--- src/rtl/sumitup_pkg.sv ---
// Shared types and helpers for the sumitup accumulator thread.
package sumitup_pkg;

    typedef enum logic [1:0] {
        IDLE = 2'd0,
        RUN  = 2'd1,
        HOLD = 2'd2
    } acc_state_t;

    // Width needed to hold 0..max_cnt, never narrower than one bit.
    function automatic int cnt_w(input int max_cnt);
        return (max_cnt < 1) ? 1 : $clog2(max_cnt + 1);
    endfunction

endpackage

--- src/rtl/sumitup_acc_sat_add.sv ---
// Combinational SUM_W+1-bit add of accumulator and extended operand,
// with overflow detect and optional clamp to the SUM_W range.
module acc_sat_add #(
    parameter int IN_W      = 8,
    parameter int SUM_W     = 16,
    parameter bit SATURATE  = 1'b1,
    parameter bit SIGNED_IN = 1'b0
) (
    input  logic [SUM_W-1:0] acc,
    input  logic [IN_W-1:0]  operand,
    output logic [SUM_W-1:0] result,
    output logic             ovf
);

    localparam int PAD = SUM_W + 1 - IN_W;

    logic             op_fill;
    logic             acc_fill;
    logic [SUM_W:0]   op_x;
    logic [SUM_W:0]   acc_x;
    logic [SUM_W:0]   raw;

    assign op_fill  = SIGNED_IN & operand[IN_W-1];
    assign acc_fill = SIGNED_IN & acc[SUM_W-1];
    assign op_x     = {{PAD{op_fill}}, operand};
    assign acc_x    = {acc_fill, acc};
    assign raw      = acc_x + op_x;

    // Both addends fit SUM_W+1 bits, so the extra bit is exact: signed
    // overflow shows as disagreement between the top two bits.
    assign ovf = SIGNED_IN ? (raw[SUM_W] ^ raw[SUM_W-1]) : raw[SUM_W];

    always_comb begin
        result = raw[SUM_W-1:0];
        if (SATURATE && ovf) begin
            if (!SIGNED_IN)
                result = '1;
            else if (raw[SUM_W])
                result = {1'b1, {(SUM_W-1){1'b0}}};
            else
                result = {1'b0, {(SUM_W-1){1'b1}}};
        end
    end

endmodule

--- src/rtl/sumitup_acc.sv ---
// Operand-stream accumulator: go_l starts a run, zero or MAX_CNT operands
// ends it, and the result is held with done until the downstream acks.
module sumitup_acc
    import sumitup_pkg::*;
#(
    parameter int  IN_W      = 8,
    parameter int  SUM_W     = 16,
    parameter int  MAX_CNT   = 255,
    parameter bit  SATURATE  = 1'b1,
    parameter bit  SIGNED_IN = 1'b0,
    localparam int CNT_W     = cnt_w(MAX_CNT)
) (
    input  logic             ck,
    input  logic             reset_l,
    input  logic             go_l,
    input  logic [IN_W-1:0]  inA,
    input  logic             ack,
    output logic [SUM_W-1:0] sum,
    output logic             done,
    output logic             busy,
    output logic [CNT_W-1:0] count,
    output logic             ovf
);

    acc_state_t       state_q, state_d;
    logic [SUM_W-1:0] sum_q, sum_d;
    logic [CNT_W-1:0] count_q, count_d, count_inc;
    logic             ovf_q, ovf_d;
    logic [SUM_W-1:0] add_result;
    logic             add_ovf;

    acc_sat_add #(
        .IN_W     (IN_W),
        .SUM_W    (SUM_W),
        .SATURATE (SATURATE),
        .SIGNED_IN(SIGNED_IN)
    ) u_add (
        .acc    (sum_q),
        .operand(inA),
        .result (add_result),
        .ovf    (add_ovf)
    );

    assign count_inc = count_q + 1'b1;

    always_comb begin
        state_d = state_q;
        sum_d   = sum_q;
        count_d = count_q;
        ovf_d   = ovf_q;
        case (state_q)
            IDLE: begin
                if (!go_l) begin
                    state_d = RUN;
                    sum_d   = '0;
                    count_d = '0;
                    ovf_d   = 1'b0;
                end
            end
            RUN: begin
                if (inA == '0) begin
                    state_d = HOLD;
                end else begin
                    sum_d   = add_result;
                    count_d = count_inc;
                    ovf_d   = ovf_q | add_ovf;
                    if (count_inc == CNT_W'(MAX_CNT))
                        state_d = HOLD;
                end
            end
            HOLD: begin
                // go_l only matters once the result has been taken
                if (ack) begin
                    if (go_l) begin
                        state_d = IDLE;
                    end else begin
                        state_d = RUN;
                        sum_d   = '0;
                        count_d = '0;
                        ovf_d   = 1'b0;
                    end
                end
            end
            default: state_d = IDLE;
        endcase
    end

    always_ff @(posedge ck or negedge reset_l) begin
        if (!reset_l) begin
            state_q <= IDLE;
            sum_q   <= '0;
            count_q <= '0;
            ovf_q   <= 1'b0;
        end else begin
            state_q <= state_d;
            sum_q   <= sum_d;
            count_q <= count_d;
            ovf_q   <= ovf_d;
        end
    end

    assign sum   = sum_q;
    assign count = count_q;
    assign ovf   = ovf_q;
    assign done  = (state_q == HOLD);
    assign busy  = (state_q == RUN);

endmodule

--- config.mk ---
export PLATFORM = sky130hd
export DESIGN_NAME = sumitup_acc
export DESIGN_NICKNAME = d
export VERILOG_FILES = /design/src/rtl/sumitup_pkg.sv /design/src/rtl/sumitup_acc_sat_add.sv /design/src/rtl/sumitup_acc.sv
export SDC_FILE = /design/constraint.sdc
export NUM_CORES = 1
export LEC_CHECK = 0
export ABC_AREA = 1
export BUFFER_PORTS_ARGS = -buffer_cell sky130_fd_sc_hd__buf_2
export CORE_MARGIN = 5
export CORE_UTILIZATION = 28
export DETAILED_ROUTE_END_ITERATION = 10
export GPL_ROUTABILITY_DRIVEN = 0
export PLACE_DENSITY = 0.46
export SLEW_MARGIN = 20
export SYNTH_ARGS = -nofsm -noshare
export SYNTH_HDL_FRONTEND = slang
export SYNTH_HIERARCHICAL = 1
export SYNTH_SLANG_ARGS = --single-unit
--- constraint.sdc ---
create_clock -name ck -period 5.8 [get_ports ck]
set_clock_uncertainty 0.2 [all_clocks]
set_input_delay 1.16 -clock ck [delete_from_list [all_inputs] [get_ports ck]]
set_output_delay 1.16 -clock ck [all_outputs]
set_load 0.03 [all_outputs]
==> run_results.csv <==
group,metric,value,unit
timing,worstMarginPinSlew,0.948,ns
placement,dp_hpwl,4080,microns
timing,final-setup-viol-count,0,
placement,post-place-cells,456,
clocking,cts_buffers,3,
floorplanning,die_h,98.5,microns
floorplanning,core,7690,sq um
floorplanning,die_area,9700,sq um
synthesis,yosys.area.top_type_share,30.8,%
synthesis,yosysWarnings,6,
clocking,ctsResizeCount,0,
synthesis,yosysTopAreaCell,"dfrtp_1",
timing,slew_violations,0,
power_and_ir_drop,power_density,410,nW/um^2
floorplanning,rows,32,
route,routed.top_layer,"met4",
placement,io_buffers,38,
setup_path,crit_start,"inA[0]",
clocking,clock_latency,0.29,ns
setup_path,crit_required,5.79,ns
floorplanning,start_util,28.5,%
route,drc,0,
setup_path,crit_fanout,16,
synthesis,synthFlopType,"dfrtp_1",
clocking,clock_sinks,27,
synthesis,synth-async-reset-ratio,100,%
run_status,status,"complete, no violations",
route,wl_per_cell,11.8,microns
clocking,clk_pin_slew_worst_paths,0.10,ns
finish,seqCellArea,676,sq um
synthesis,syn_area_per_cell,6.83,sq um
synthesis,synth_edf_count,0,
power_and_ir_drop,vdd_drop_max,337,uV
route,drt_iter0_markers,95,
floorplanning,die_x,98.5,microns
timing,finalHoldViolations,0,
hold_path,hold_start,"sum[5]",
route,dr_total_vias,2033,
timing,timing.hold.ws,0.311,ns
synthesis,synthCells,321,
global_route,gr-total-overflow,0,
synthesis,synthTopCellsByArea,"dfrtp_1, nand2_1, inv_1, ha_1, nand3_1",
clocking,cts_tree,"yes",
finish,layout.cells.non_filler,460,
synthesis,synth_most_common_cell,"nand2_1",
route,via_per_inst,4.42,
synthesis,synth.yosys.seq_area_share,30.8,%
synthesis,synthTopCellsByCount,"nand2_1, inv_1, dfrtp_1",
synthesis,synth_fp_nets,344,
clocking,post-cts-setup-buffers,0,
setup_path,crit_type,"in2reg",
setup_path,cp-end-kind,"flop",
finish,drive_above_1_share,20.9,%
finish,syn2layout_area_growth,13.8,%
timing,max_freq,354,MHz
timing,tns,0,ns
global_route,grt_max_degree,28,
route,routed_wl,5450,microns
timing,slew-limit-headroom,36.7,%
clocking,postCtsHoldBufs,0,
clocking,cts.path.max_buffers,2,
setup_path,r2r_setup_slack,3.51,ns
timing,min_period_over_period,48.6,%
floorplanning,ios,39,
finish,nets,382,
timing,rsz0062_at_grt,"no",
setup_path,start_kind,"input pin",
global_route,antenna_found_initial,0,
route,dr.pass1.iters,4,
job,cap_violations,0,
power_and_ir_drop,finalPower,0.00102,W
synthesis,syn_area,2190,sq um
setup_path,cp.arrival,2.81,ns
synthesis,synthDistinctLibCells,31,
setup_path,r2r_start,"sum[0]",
global_route,grt_pass1_wl,9660,microns
clocking,htreeDepth,1,
hold_path,hold_path.class,"reg2reg",
synthesis,synth_seq_cells,27,
global_route,grt.total_usage,12.2,%
finish,multi_input_area,1290,sq um
finish,fillers,877,
global_route,grt_pass1_vias,2057,
power_and_ir_drop,p_leak,1.39,nW
route,drtAntennaViolNets,0,
route,dr_wl_met3,220,microns
finish,n_antenna_cell,0,
clocking,cts_root_buf,"clkbuf_8",
route,wl_met1,2730,microns
route,route.met2.wl,2430,microns
timing,min_period,2.82,ns
## layer usage
| metal | up-vias | GRT usage [%] |
|---|---|---|
| li1 | 1067 | - |
| met1 | 925 | 16.7 |
| met2 | 36 | 19.5 |
| met3 | 5 | 2.34 |
| met4 | 0 | 3.47 |
| met5 | - | 0 |
## worst paths after layout
kind,endpoint,cells past startpoint
max in group asynchronous,sum[0],1
min in group asynchronous,sum[9],1
min,sum[5],2
min reg2reg,sum[5],2
max,sum[2],12
max reg2reg,sum[2],11
## power breakdown
group	switching [W]	internal [W]	leakage, nW
Sequential	0.0000621	0.000238	0.358
Combinational	0.000404	0.000197	1.01
Clock	0.0000724	0.0000492	0.0217
## through the flow
stage | worst slack, ns | utilization [%] | cell area [sq um]
floorplan | 2.95 | - | 2190
global route | 2.86 | 32.4 | 2490
global placement | 2.69 | 31.8 | 2440
detailed placement | 2.64 | 31.8 | 2440
CTS | 2.97 | 32.4 | 2490
finish | 2.98 | 32.4 | 2490
## area by class of cell
class | count | area share [%]
multi-input combinational | 246 | 51.7
sequential | 27 | 27.1
timing repair buffer | 38 | 7.63
inverter | 43 | 6.47
tap | 102 | 5.12
clock buffer | 3 | 1.66
clock inverter | 1 | 0.301
## cells by family after synthesis
kind of cell	share of synthesized area [%]
AND/OR/NAND/NOR	46.3
adder cells (fa/ha/maj)	6.62
flip-flops	30.8
AO/OA/AOI/OAI	5.08
buffers and inverters	10.3
XOR/XNOR	0.799
## critical path: stages
cell     delay (ns)
buf_2          0.10
ha_1           0.20
fa_1           0.38
nand2_1        0.10
nand2_1        0.07
and2_4         0.15
nand2_2        0.08
nand2_4        0.07
nand3_4        0.22
o21ai_0        0.14
nand2_1        0.08
nand2_1        0.05
## flip-flops by register name, summed over array words and instances, names as in the netlist
register and count:
count 8, ovf 1, state_q 2, sum 16
## cells in the final DEF, fill, tap and decap left out, drive strengths merged, types with 2 or more instances in the layout
cell type,netlist,layout
nand2,143,143
inv,43,43
buf,5,38
nor2,30,30
nand3,30,30
dfrtp,27,27
ha,10,10
o21ai,5,5
a21oi,4,4
nand3b,4,4
or2,4,4
nand4,3,3
o31ai,3,3
clkbuf,0,3
o21bai,3,3
xor2,2,2
nor3,2,2
No activity file was read; power rests on OpenSTA's default activity.
